$ cat config.mk
export PLATFORM = sky130hd
export DESIGN_NAME = mem_block_ctrl
export DESIGN_NICKNAME = d
export VERILOG_FILES = /design/src/rtl/mem_block_ctrl.sv
export SDC_FILE = /design/constraint.sdc
export NUM_CORES = 1
export LEC_CHECK = 0
export ABC_AREA = 1
export CAP_MARGIN = 20
export CORE_MARGIN = 2
export CORE_UTILIZATION = 45
export CTS_CLUSTER_DIAMETER = 80
export DETAILED_ROUTE_END_ITERATION = 6
export PLACE_DENSITY = 0.71
export SYNTH_ARGS = -nofsm -noshare
export SYNTH_HDL_FRONTEND = slang
export SYNTH_SLANG_ARGS = --single-unit
$ cat constraint.sdc
create_clock -name clk -period 2.4 [get_ports clk]
set_clock_uncertainty 0.1 [all_clocks]
set_input_delay 0.48 -clock clk [delete_from_list [all_inputs] [get_ports clk]]
set_output_delay 0.48 -clock clk [all_outputs]
set_load 0.02 [all_outputs]
$ cat src/rtl/mem_block_ctrl.sv
// Block-transfer controller: buffers 128-bit L1 refill/writeback blocks and moves them as four
// 32-bit words over a ready-handshaked memory port. Optional macro: MEM_CRIT_WORD_FIRST_EN.
module mem_block_ctrl #(
  parameter int unsigned MEM_AW = 32
) (
  input  logic              clk,
  input  logic              rst,
  input  logic              refill_req_i,
  input  logic [MEM_AW-1:0] refill_addr_i,
  input  logic              wb_req_i,
  input  logic [MEM_AW-1:0] wb_addr_i,
  input  logic [127:0]      blockout_i,
  output logic              busy_o,
  output logic              delivered_o,
  output logic [127:0]      blockin_o,
  output logic              wb_done_o,
  output logic [MEM_AW-1:0] mem_addr_o,
  output logic              mem_rd_o,
  output logic              mem_wr_o,
  output logic [31:0]       mem_wdata_o,
  input  logic [31:0]       mem_rdata_i,
  input  logic              mem_ready_i
);

  typedef enum logic [1:0] {StIdle, StWb, StRd, StDone} state_e;

  state_e             state_q;
  logic [1:0]         cnt_q;
  logic [1:0]         rf_start_q;
  logic [MEM_AW-5:0]  wb_base_q;
  logic [MEM_AW-5:0]  rf_base_q;
  logic               rf_pend_q;
  logic [3:0][31:0]   buf_q;
  logic               busy_q;
  logic               delivered_q;
  logic               mem_rd_q;
  logic               mem_wr_q;
  logic [MEM_AW-1:0]  mem_addr_q;
  logic [31:0]        mem_wdata_q;
  logic [127:0]       blockin_q;

  logic [1:0]         cnt_nxt;
  logic [1:0]         req_start;
  logic [3:0][31:0]   fill_blk;
  logic               unused_addr_bits;

`ifdef MEM_CRIT_WORD_FIRST_EN
  assign req_start = refill_addr_i[3:2];
`else
  assign req_start = 2'd0;
`endif

  assign unused_addr_bits = ^{refill_addr_i[3:0], wb_addr_i[3:0]};

  always_comb begin
    cnt_nxt         = cnt_q + 2'd1;
    fill_blk        = buf_q;
    fill_blk[cnt_q] = mem_rdata_i;
  end

  // wb_done must coincide with the final write handshake, so it is decoded from live mem_ready.
  assign wb_done_o   = (state_q == StWb) && (cnt_q == 2'd3) && mem_ready_i;
  assign busy_o      = busy_q;
  assign delivered_o = delivered_q;
  assign blockin_o   = blockin_q;
  assign mem_addr_o  = mem_addr_q;
  assign mem_rd_o    = mem_rd_q;
  assign mem_wr_o    = mem_wr_q;
  assign mem_wdata_o = mem_wdata_q;

  always_ff @(posedge clk) begin
    if (rst) begin
      state_q     <= StIdle;
      cnt_q       <= 2'd0;
      rf_start_q  <= 2'd0;
      wb_base_q   <= '0;
      rf_base_q   <= '0;
      rf_pend_q   <= 1'b0;
      buf_q       <= '0;
      busy_q      <= 1'b0;
      delivered_q <= 1'b0;
      mem_rd_q    <= 1'b0;
      mem_wr_q    <= 1'b0;
      mem_addr_q  <= '0;
      mem_wdata_q <= '0;
      blockin_q   <= '0;
    end else begin
      delivered_q <= 1'b0;
      unique case (state_q)
        StIdle: begin
          if (wb_req_i) begin
            wb_base_q   <= wb_addr_i[MEM_AW-1:4];
            buf_q       <= blockout_i;
            rf_pend_q   <= refill_req_i;
            rf_base_q   <= refill_addr_i[MEM_AW-1:4];
            rf_start_q  <= req_start;
            cnt_q       <= 2'd0;
            mem_wr_q    <= 1'b1;
            mem_addr_q  <= {wb_addr_i[MEM_AW-1:4], 4'h0};
            mem_wdata_q <= blockout_i[31:0];
            busy_q      <= 1'b1;
            state_q     <= StWb;
          end else if (refill_req_i) begin
            rf_base_q   <= refill_addr_i[MEM_AW-1:4];
            rf_start_q  <= req_start;
            cnt_q       <= req_start;
            mem_rd_q    <= 1'b1;
            mem_addr_q  <= {refill_addr_i[MEM_AW-1:4], req_start, 2'b00};
            busy_q      <= 1'b1;
            state_q     <= StRd;
          end
        end
        StWb: begin
          if (mem_ready_i) begin
            if (cnt_q == 2'd3) begin
              mem_wr_q <= 1'b0;
              if (rf_pend_q) begin
                rf_pend_q  <= 1'b0;
                cnt_q      <= rf_start_q;
                mem_rd_q   <= 1'b1;
                mem_addr_q <= {rf_base_q, rf_start_q, 2'b00};
                state_q    <= StRd;
              end else begin
                // wb_done already pulsed; nothing left to report, so release immediately.
                busy_q  <= 1'b0;
                state_q <= StIdle;
              end
            end else begin
              cnt_q       <= cnt_nxt;
              mem_addr_q  <= {wb_base_q, cnt_nxt, 2'b00};
              mem_wdata_q <= buf_q[cnt_nxt];
            end
          end
        end
        StRd: begin
          if (mem_ready_i) begin
            buf_q[cnt_q] <= mem_rdata_i;
            if (cnt_nxt == rf_start_q) begin
              mem_rd_q    <= 1'b0;
              blockin_q   <= fill_blk;
              delivered_q <= 1'b1;
              state_q     <= StDone;
            end else begin
              cnt_q      <= cnt_nxt;
              mem_addr_q <= {rf_base_q, cnt_nxt, 2'b00};
            end
          end
        end
        StDone: begin
          busy_q  <= 1'b0;
          state_q <= StIdle;
        end
        default: state_q <= StIdle;
      endcase
    end
  end

endmodule

-- Word level (Yosys, flattened, before mapping)
Cells that the tools add are included.
- add/subtract/negate cells: 1
- equal/unequal tests: 18
- order comparisons: 3
- reductions and logical operators: 20
- bitwise operators: 2
- muxes and demuxes: 58
- operators with widths (cell ; count):
    32-bit two-way mux ; 12
    128-bit two-way mux ; 2
    128-bit one-hot mux with 2 select lines ; 1
    128-bit bitwise mux ; 1
    32-bit one-hot mux with 3 select lines ; 1
    32-bit binary-select mux with 2-bit select ; 1
    32-bit demux with 2-bit select ; 1
    32-bit one-hot mux with 2 select lines ; 1
    28-bit two-way mux ; 2
    2-bit two-way mux ; 14
    2-bit inequality test, second input constant ; 10
    1-bit two-way mux ; 16
    5-bit AND reduction ; 2
    2-bit one-hot mux with 4 select lines ; 1
    4-bit AND reduction ; 2
    8-bit AND reduction ; 1
    2-bit == test, second input constant ; 3
    2-bit by 3-bit less-than comparator with 1-bit output, second input constant ; 2
    3-bit inequality test, second input constant ; 2
    1-bit one-hot mux with 3 select lines ; 2
    2-bit one-hot mux with 3 select lines ; 1
    3-bit AND reduction ; 2
    6-bit AND reduction ; 1
    2-bit nonzero test ; 3
    12 further kinds ; 18
- bits in registers: 387
- logic and storage cells: 119
- output and inout port bits: 197
- input bits: 229

-- Longest topological paths before layout
- depth after elaboration: 7
- depth in mapped cells: 12

-- Least setup slack after synthesis
OpenSTA, ideal clock, no wires.
- kind: flip-flop to flip-flop
- from: register cnt_q[0]
- to: register mem_wdata_q[14] (netlist: mem_wdata_o[14])
- arrival: 2066 ps
- slack: 117 ps
- stages on the path, launching flop included: 12
- period minus slack after synthesis: 2283 ps
- path through: dfxtp_1 -> inv_1 -> buf_2 -> buf_1 -> ha_1 -> buf_2 -> buf_1 -> nand3_1 -> nand2_1 -> a21oi_1 -> nor2_1 -> nor2_1
- cells in the longest elaborated chain, start to end: 6
- ends and longest elaborated chain (element ; line ; source):
    start, declared ; 28 ; logic [1:0] cnt_q;
    start signal, assigned ; 106 ; cnt_q <= req_start;
    start signal, assigned ; 119 ; cnt_q <= rf_start_q;
    start signal, assigned ; 129 ; cnt_q <= cnt_nxt;
    2-bit by 1-bit adder with 2-bit output ; 56 ; cnt_nxt = cnt_q + 2'd1;
    32-bit binary-select mux with 2-bit select ; 131 ; mem_wdata_q <= buf_q[cnt_nxt];
    32-bit two-way mux (implied by the code) ; 131 ;
    32-bit two-way mux ; 115 ; if (cnt_q == 2'd3) begin
    32-bit two-way mux ; 114 ; if (mem_ready_i) begin
    32-bit one-hot mux with 2 select lines ; 89 ; unique case (state_q)
    end signal, assigned ; 100 ; mem_wdata_q <= blockout_i[31:0];
    end signal, assigned ; 131 ;
    end, declared ; 39 ; logic [31:0] mem_wdata_q;
Several ways; a longest one is shown, not always the timed one. The select of a mux whose other input is x is not followed.
A chain may end at the register's enable or synchronous reset.

==> results.json <==
{
  "status": "finished clean",
  "grtUsageMet2_pct": 53.60,
  "dp_slack_ps": 6.769,
  "drc_errors": 0,
  "gp_congestion": 0.9317,
  "clk_pin_slew_ps": 60,
  "syn_avg_cell_area_sq_um": 6.600,
  "tightest_slew_ps": 704.6,
  "arrival_ps": 1750,
  "start_kind": "register",
  "ant_nets": 0,
  "syn_inst": 2830,
  "io_buffer_count": 415,
  "dr.pass1.iters": 6,
  "powerDensity_nw_per_um2": 1213,
  "htree_levels": 2,
  "max_stage_delay_ps": 440,
  "area_delta_synth_final_pct": 32.47,
  "start_util_pct": 45.64,
  "endpoint_kind": "primary output",
  "die_h_um": 207.7,
  "path_cells": "buf_4 -> dlygate4sd2_1",
  "num_io_pins": 426,
  "fmax_mhz": 429.3,
  "wl_per_cell_um": 19.82,
  "cts_sinks": 381,
  "grt_pass1_wl_mm": 112.0,
  "setup_violations": 0,
  "vias": 20744,
  "post-route-util_pct": 60.46,
  "path_class": "reg -> out",
  "die_w_um": 207.7,
  "grt_usage_pct": 32.61,
  "finalCritPeriodShare_pct": 97.06,
  "worst_slack_ps": 70.62,
  "period_needed_ps": 2329,
  "ir_worst_vdd_uv": 873.0,
  "synth_cell_types": 27,
  "antenna_found_initial": 6,
  "crit_fanout": 20,
  "ctsHoldBuffers": 0,
  "netlist_area_sq_um": 18680,
  "wl_mm": 73.07,
  "post-cts-setup-buffers": 0,
  "fin_tns_setup_ps": 0,
  "drive_gt1_share_pct": 7.170,
  "p_total_mw": 30.02,
  "dieArea_sq_um": 43150,
  "numCtsBuffers": 43,
  "n_fill_cell": 3843,
  "grtUsageMet1_pct": 39.13,
  "leakagePower_nw": 9.490,
  "hold_viol_final": 0,
  "rows": 74,
  "grt_pass1_vias": 19758,
  "insertion_delay_ps": 580,
  "clockRootBuffer": "clkbuf_16",
  "yosysSeqAreaShare_pct": 40.84,
  "final_nets": 3367,
  "relSlewSlack_pct": 53.03,
  "cts_tree": "built",
  "hp-class": "in -> reg",
  "rsz0062_at_grt": "no",
  "grt_max_degree": 127,
  "ys_ff_latch": 381,
  "grt_most_used_layer": "met2",
  "yosys_warnings": 0,
  "critPathRequiredTime_ps": 1820,
  "place_hpwl_mm": 49.35,
  "grt_remaining_overflow": 0,
  "initialDrtViolationCount": 2041,
  "coreArea_sq_um": 40920,
  "cts_buffer_depth": 3,
  "cap_violations": 0,
  "slowest_stage": "dlygate4sd2_1",
  "drv_slew": 0,
  "vias_per_cell": 5.628,
  "whs_ps": 279.2,
  "use_met3_pct": 6.324
}
[timing repair]
item	CTS	global route
pin swaps	0	0
endpoints found under the setup margin	2	1
resized for setup	6	3
cloned	0	0
[cells by family after synthesis]
| kind of cell | after synthesis | share of synthesized area (%) |
|---|---|---|
| other | 1 | 0.02008 |
| DFF | 381 | 40.84 |
| and+or+nand+nor | 1069 | 23.46 |
| buffers and inverters | 439 | 9.841 |
| adders and majority gates | 13 | 0.8709 |
| AOI/OAI and AO/OA | 927 | 24.97 |
[layout by cell type, fill, tap and decap left out, types with 6 or more instances in the layout]
cell	n
nand2_1	643
a21oi_1	507
clkdlybuf4s50_1	412
o21ai_0	397
dfxtp_1	378
nor2_1	200
inv_1	199
nand3_1	125
or2_2	62
clkbuf_16	45
buf_4	38
nor3_1	31
buf_12	30
o21ai_1	16
clkinv_2	10
clkbuf_8	7
a21oi_2	6
ha_1	6
clkbuf_1	6
[layout make-up]
type                       count  area [sq um]  share of cell area (%)
multi-input combinational   2011          9276                   37.49
sequential                   381          7631                   30.84
timing repair buffer         482          5030                   20.33
clock buffer                  58          1245                   5.032
inverter                     206         782.0                   3.161
tap                          532         665.6                   2.690
clock inverter                14         107.6                  0.4349
antenna                        2         5.005                 0.02023
[worst max-delay path: cells and delay by family (launching register included)]
kind | cells | cell delay, ps
buf+inv | 2 | 770
flops | 1 | 400
[metrics by stage]
| step | instance area, sq um | cells |
|---|---|---|
| after floorplan | 18680 | 2831 |
| after global placement | 23380 | 3612 |
| after detailed placement | 23380 | 3612 |
| after CTS | 24730 | 3684 |
| after global routing | 24740 | 3685 |
| final | 24740 | 3686 |
[final timing paths]
kind	from	to	slack, ps	cells past startpoint
worst max register to register	state_q[0]$_SDFFE_PP0P_	buf_q[106]$_SDFFE_PP0P_	200	6
worst min register to register	blockin_o[77]$_SDFFE_PP0P_	blockin_o[77]$_SDFFE_PP0P_	350	2
worst max-delay path	cnt_q[0]$_SDFFE_PP0P_	mem_addr_o[2]	70	2
worst min-delay path	rst	blockin_o[96]$_SDFFE_PP0P_	280	4
[cell usage after synthesis]
cell type / instances / area share, %
a21oi_2: 6 / 0.28
o21bai_1: 1 / 0.040
nor2_2: 2 / 0.067
inv_2: 3 / 0.060
nand2_1: 644 / 13
nand3_2: 1 / 0.054
nand4_1: 1 / 0.034
buf_6: 7 / 0.42
buf_2: 80 / 2.1
buf_4: 9 / 0.36
inv_1: 202 / 4.1
buf_1: 15 / 0.30
o21ai_1: 16 / 0.43
nor3_1: 31 / 0.83
nand3_1: 125 / 3.3
or2_2: 62 / 2.1
a21oi_1: 507 / 14
nor2_1: 201 / 4.0
nor4_1: 1 / 0.034
o21ai_0: 397 / 11
dfxtp_1: 381 / 41
nand2_2: 1 / 0.034
conb_1: 1 / 0.020
clkbuf_2: 1 / 0.027
ha_1: 13 / 0.87
inv_4: 1 / 0.034
clkbuf_1: 121 / 2.4
[where the power goes]
group	switching (mW)	internal, mW	total [mW]
combinational	9.46	5.05	14.5
clock	2.74	3.73	6.47
sequential	1.05	8.00	9.05
[state kept, by name, summed over array words and instances, names as in the netlist]
register,flops
blockin_o,128
buf_q,128
mem_wdata_o,32
mem_addr_o,29
rf_base_q,28
wb_base_q,28
state_q,2
busy_o,1
cnt_q,1
delivered_o,1
mem_rd_o,1
mem_wr_o,1
rf_pend_q,1
[layer usage]
| metal | share of wire (%) | wire length (um) | vias to the layer above |
|---|---|---|---|
| li1 | - | - | 9830 |
| met1 | 38 | 27720 | 9628 |
| met2 | 47 | 34160 | 1062 |
| met3 | 8.5 | 6175 | 216 |
| met4 | 6.8 | 4963 | 8 |
| met5 | 0.071 | 52 | - |
(Power assumes the default switching activity.)
